--- config.mk ---
export PLATFORM = sky130hd
export DESIGN_NAME = gpmc_csr_bridge
export DESIGN_NICKNAME = d
export VERILOG_FILES = /design/src/rtl/gpmc_csr_bridge.sv
export SDC_FILE = /design/constraint.sdc
export NUM_CORES = 1
export LEC_CHECK = 0
export BUFFER_PORTS_ARGS = -buffer_cell sky130_fd_sc_hd__buf_2
export CORE_UTILIZATION = 40
export DETAILED_ROUTE_END_ITERATION = 8
export GPL_TIMING_DRIVEN = 0
export PLACE_DENSITY = 0.67
export SLEW_MARGIN = 5
export SYNTH_ARGS = -nofsm -noshare
export SYNTH_HDL_FRONTEND = slang
export SYNTH_SLANG_ARGS = --single-unit
export TNS_END_PERCENT = 1
--- constraint.sdc ---
create_clock -name sys_clk -period 1.84 [get_ports sys_clk]
set_input_delay 0.552 -clock sys_clk [delete_from_list [all_inputs] [get_ports sys_clk]]
set_output_delay 0.552 -clock sys_clk [all_outputs]
set_load 0.02 [all_outputs]
--- src/rtl/gpmc_csr_bridge.sv ---
// GPMC-to-CSR bridge: oversampled async GPMC bus driving a multi-region CSR bus.
// Optional burst auto-increment is enabled by defining GPMC_CSR_BURST_EN.
module gpmc_csr_bridge #(
  parameter int AW          = 14,
  parameter int NCS         = 2,
  parameter int CSR_LAT     = 1,
  parameter int SYNC_STAGES = 2
) (
  input  logic           sys_clk,
  input  logic           sys_rst,
  output logic [NCS-1:0] csr_cs,
  output logic [AW-1:0]  csr_adr,
  output logic           csr_we,
  output logic           csr_re,
  output logic [15:0]    csr_dat_w,
  input  logic [15:0]    csr_dat_r,
  input  logic [9:0]     gpmc_a,
  input  logic [15:0]    gpmc_d_i,
  output logic [15:0]    gpmc_d_o,
  output logic           gpmc_d_oe,
  input  logic           gpmc_we_n,
  input  logic           gpmc_oe_n,
  input  logic           gpmc_ale_n,
  input  logic [NCS-1:0] gpmc_cs_n,
  output logic           gpmc_wait
);

  localparam int IW = 29 + NCS;
  localparam logic [IW-1:0] IRST = {{26{1'b0}}, {(3 + NCS){1'b1}}};

  typedef enum logic [2:0] {
    IDLE, ADDR, WRITE, RD_ISSUE, RD_WAIT, RD_DRIVE
  } state_t;

  state_t state;

  logic [SYNC_STAGES-1:0][IW-1:0] sync_q;
  logic [IW-1:0]  in_vec;
  logic [9:0]     a_s;
  logic [15:0]    d_s;
  logic           we_s, oe_s, ale_s;
  logic [NCS-1:0] cs_s;
  logic           we_h, oe_h;
  logic           we_fall, oe_fall, oe_rise;
  logic [NCS-1:0] sel_n;
  logic           cs_drop;
  logic [1:0]     cnt;
`ifdef GPMC_CSR_BURST_EN
  logic           first;
`endif

  assign in_vec = {gpmc_a, gpmc_d_i, gpmc_we_n, gpmc_oe_n, gpmc_ale_n, gpmc_cs_n};
  assign {a_s, d_s, we_s, oe_s, ale_s, cs_s} = sync_q[SYNC_STAGES-1];

  assign we_fall = we_h & ~we_s;
  assign oe_fall = oe_h & ~oe_s;
  assign oe_rise = ~oe_h & oe_s;
  assign cs_drop = |(csr_cs & cs_s);

  // Input synchroniser chain plus edge-history flops; active-low lines idle high.
  always_ff @(posedge sys_clk) begin
    if (sys_rst) begin
      sync_q <= {SYNC_STAGES{IRST}};
      we_h   <= 1'b1;
      oe_h   <= 1'b1;
    end else begin
      sync_q <= {sync_q[SYNC_STAGES-2:0], in_vec};
      we_h   <= we_s;
      oe_h   <= oe_s;
    end
  end

  // Lowest-index asserted chip select wins.
  always_comb begin
    sel_n = '0;
    for (int i = NCS - 1; i >= 0; i--) begin
      if (!cs_s[i]) begin
        sel_n    = '0;
        sel_n[i] = 1'b1;
      end
    end
  end

  // Bridge FSM with registered CSR and pad-side outputs.
  always_ff @(posedge sys_clk) begin
    if (sys_rst) begin
      state     <= IDLE;
      csr_cs    <= '0;
      csr_adr   <= '0;
      csr_we    <= 1'b0;
      csr_re    <= 1'b0;
      csr_dat_w <= '0;
      gpmc_d_o  <= '0;
      gpmc_d_oe <= 1'b0;
      gpmc_wait <= 1'b0;
      cnt       <= '0;
`ifdef GPMC_CSR_BURST_EN
      first     <= 1'b1;
`endif
    end else begin
      csr_we <= 1'b0;
      csr_re <= 1'b0;
      if (state != IDLE && cs_drop) begin
        state     <= IDLE;
        csr_cs    <= '0;
        gpmc_d_oe <= 1'b0;
        gpmc_wait <= 1'b0;
      end else begin
        case (state)
          IDLE: begin
            if (!(&cs_s)) begin
              state  <= ADDR;
              csr_cs <= sel_n;
`ifdef GPMC_CSR_BURST_EN
              first  <= 1'b1;
`endif
            end
          end
          ADDR: begin
            if (!ale_s) begin
              csr_adr <= AW'({a_s, d_s});
`ifdef GPMC_CSR_BURST_EN
              first   <= 1'b1;
`endif
            end else if (we_fall) begin
              state     <= WRITE;
              csr_we    <= 1'b1;
              csr_dat_w <= d_s;
`ifdef GPMC_CSR_BURST_EN
              if (!first) csr_adr <= csr_adr + AW'(1);
              first <= 1'b0;
`endif
            end else if (oe_fall) begin
              state     <= RD_ISSUE;
              csr_re    <= 1'b1;
              gpmc_wait <= 1'b1;
              cnt       <= '0;
`ifdef GPMC_CSR_BURST_EN
              if (!first) csr_adr <= csr_adr + AW'(1);
              first <= 1'b0;
`endif
            end
          end
          WRITE: state <= ADDR;
          RD_ISSUE: begin
            if (cnt == 2'(CSR_LAT - 1)) begin
              gpmc_d_o <= csr_dat_r;
              state    <= RD_WAIT;
            end else begin
              cnt <= cnt + 2'd1;
            end
          end
          RD_WAIT: begin
            gpmc_d_oe <= 1'b1;
            gpmc_wait <= 1'b0;
            state     <= RD_DRIVE;
          end
          RD_DRIVE: begin
            if (oe_rise) begin
              gpmc_d_oe <= 1'b0;
              state     <= ADDR;
            end
          end
          default: state <= IDLE;
        endcase
      end
    end
  end

endmodule

==> summary.txt <==
Finish
  – Post-Layout Cell Count: 530
  – Nets: 470
  – Area Growth Syn to Fin: 25.4%
  – Fill cells: a little under 800
  – Share of layout cells above drive strength 1: 0.341
  – Antenna Cells: 0

Hold path
  – Worst hold stages: 2
  – Hold WC Path Type: input port to flip-flop

Worst setup path
  – Required @ worst endpoint: 2.12 ns
  – Critical path arrival: 2.26 ns
  – Path depth of the worst reg2reg path: 6
  – Crit path launch type: flip-flop
  – Max FO, Critical Path: 10
  – Crit end category: flip-flop
  – Critical path type: flip-flop to flip-flop

Timing
  – RSZ-0062 raised after global routing: true
  – Setup TNS: -0.188 ns
  – Fin. max-slew vios: 0
  – Setup ws final: -0.132 ns
  – Fin Clk Skew: between 0.01 and 0.015 ns
  – Max Fclk: 507 MHz
  – # setup viols final: 2
  – Fin. Hold Viols: 0
  – Post-route clock period utilization: 1.07
  – Normalized max-slew margin: 0.577
  – Worst-margin pin slew: 0.634 ns
  – Final min period: 1.97 ns

Floorplanning
  – Die W: 94.3 um
  – Io pins: 101
  – Core box area: around 8200 sq um
  – Die Span Y: approximately 94 um
  – Total Die Area: 8890 sq um
  – Initial Util: 0.415
  – Rows: 33

Clocking
  – Max Buffers Root-to-Sink: 2
  – H-tree levels: 3
  – Clock transition at path regs: 0.09 ns
  – Hold buffers post-CTS: 0
  – Root buf cell: clkbuf_8
  – Clock sink total: 101
  – CTS tree: yes
  – Worst-skew pair later-pin latency: 0.35 ns
  – CTS Buf Count: 9

Drt
  – Drt pass-1 iters: 6
  – Final ANT Viol Nets: 0
  – WL final: ~6.7 mm
  – DRC: 0
  – DR vias: 2,437
  – Initial drt markers: 86
  – Drt wl/cell: 12.7 um
  – Via density: 4.60

Synthesis
  – Share of the synthesized area in the top cell type: 0.593
  – Register area share after synthesis: 0.593
  – Synthesized instance count: between 300 and 400
  – Synth Register Bits: around 100
  – Synth area leader: dfxtp_1
  – Post-Syn Nets: approximately 360
  – Avg Synthesized Cell Area: 10.9 sq um
  – Warnings from Yosys: 0
  – Post-Syn Area: about 3400 sq um
  – Yosys cell types: 36
  – Cells taking the most area after synthesis: dfxtp_1, mux2i_1, nor2b_1

GRT
  – Largest net degree at the start of global routing: 18
  – Antenna violations before repair: 0
  – First-pass GRT wire length: 10.7 mm
  – Gr usage total: 0.159
  – Total congestion overflow: 0
  – Vias in the first global route: roughly 2,300

Placement
  – DP Worst Slack: -0.243 ns
  – IO buf count: 90
  – DP Cell Count: 509
  – Final Wtd Congestion: 0.818
  – Post-DP HPWL: ~4.8 mm

Outcome
  – Run status: complete, but fails checks
  – Failing checks: setup timing

Power
  – Power Dens Cells: about 1000 nW/um^2
  – Max VDD drop: 485 uV
  – Overall Power: 0.00432 W
  – Leakage Power: 2.17 nW

Job
  – Max-cap violation count: 0
worst max-delay path: stages (launching register included):
cell,delay (ns)
dfxtp_2,0.33
buf_6,0.13
or3b_4,0.38
o32a_1,0.36
buf_4,0.15
or4_4,0.41
a21oi_2,0.14
sequential cells by signal, indices dropped and copies added, names as in the netlist:
signal	cells
oe_s	1
we_h	1
csr_dat_w	16
gpmc_d_o	16
sync_q	22
cs_s	2
oe_h	1
gpmc_d_oe	1
csr_re	1
csr_cs	2
ale_s	1
csr_we	1
csr_adr	14
state	3
cnt	2
d_s	16
gpmc_wait	1
repair_timing:
item                       4_1_cts  5_1_grt
buffers inserted                 1        4
pin swaps                        1        5
gates resized for setup          9        4
setup endpoints to repair       31       22
final cells by class:
class / count / area (sq um) / area share
plain buffers: 17 / 96.3 / 0.0225
clock buffers: 10 / 128 / 0.0299
clock inverters: 6 / 68.8 / 0.0161
inverters: 3 / 11.3 / 0.00264
multi-input cells: 193 / 1320 / 0.310
flip-flops and latches: 101 / 2030 / 0.474
well taps: 105 / 131 / 0.0307
repair buffers: 95 / 488 / 0.114
logic make-up after synthesis:
logic type,Yosys count,share of synthesized area
and+or+nand+nor,123,0.191
DFF,101,0.593
muxes,47,0.138
AOI/OAI and AO/OA,22,0.0441
buffers and inverters,20,0.0297
adders and majority gates,1,0.00367
cell usage after synthesis (all sizes together):
library cell,count
or2,12
a31oi,2
nand3,3
a32oi,1
nand2,5
a21oi,5
a211oi,1
nor2b,34
a311oi,1
or4b,1
or3b,1
buf,6
or4,1
nand4,1
clkbuf,11
o2111ai,1
o21ai,4
mux2i,47
o211ai,1
inv,3
o22ai,2
or3,1
dfxtp,101
a22oi,1
nor3,3
and2b,3
ha,1
nor2,52
o21a,1
o32a,1
nand2b,3
o21bai,1
nor3b,1
nand3b,2
path summary, 6_finish.rpt:
path              slack (ns)             startpoint                    to
hold / removal          0.38           gpmc_cs_n[1]  sync_q[1]$_SDFF_PP1_
hold reg to reg         0.42   sync_q[0]$_SDFF_PP1_    cs_s[0]$_SDFF_PP1_
setup / recovery       -0.13  state[0]$_SDFFE_PP0P_   cnt[0]$_SDFFE_PP0P_
setup reg to reg       -0.13  state[0]$_SDFFE_PP0P_   cnt[0]$_SDFFE_PP0P_
cells in the final DEF (no fill, tap or decap), types with 2 or more instances in the layout:
master | netlist | layout
clkbuf_8 | 0 | 9
o21ai_0 | 4 | 4
a21oi_1 | 5 | 3
nor2_1 | 52 | 52
nand3_1 | 3 | 3
mux2i_1 | 47 | 47
clkbuf_1 | 11 | 12
buf_6 | 3 | 4
inv_6 | 0 | 3
dfxtp_1 | 101 | 97
dfxtp_2 | 0 | 4
nor2b_1 | 34 | 34
buf_4 | 0 | 5
nand3b_1 | 2 | 2
nand2_1 | 5 | 5
buf_2 | 3 | 92
or2_2 | 12 | 12
nor3_1 | 2 | 2
and2b_2 | 3 | 3
a31oi_1 | 2 | 2
o22ai_1 | 2 | 2
a21oi_2 | 0 | 2
nand2b_1 | 3 | 3
inv_1 | 3 | 3
stage by stage:
stage,util,hold slack [ns],instance area [sq um]
global placement,0.486,0.392,3990
detailed placement,0.486,0.396,3990
CTS,0.515,0.360,4230
finish,0.520,0.376,4270
floorplan,-,0.389,3410
global route,0.520,0.349,4270
layer usage:
metal / up-vias / track usage / routed length [um]
met3: 11 / 0.0526 / 411
met2: 67 / 0.258 / 3230
li1: 1255 / - / -
met5: - / 0 / 0
met1: 1104 / 0.195 / 2990
met4: 0 / 0.0628 / 108
power by group:
| part | internal [W] | switching (W) | leakage [nW] | total (W) |
|---|---|---|---|---|
| logic | 0.000274 | 0.000339 | 1.25 | 0.000613 |
| registers | 0.00228 | 0.0000385 | 0.824 | 0.00232 |
| clock network | 0.000642 | 0.000747 | 0.0977 | 0.00139 |
(Power assumes the default switching activity.)
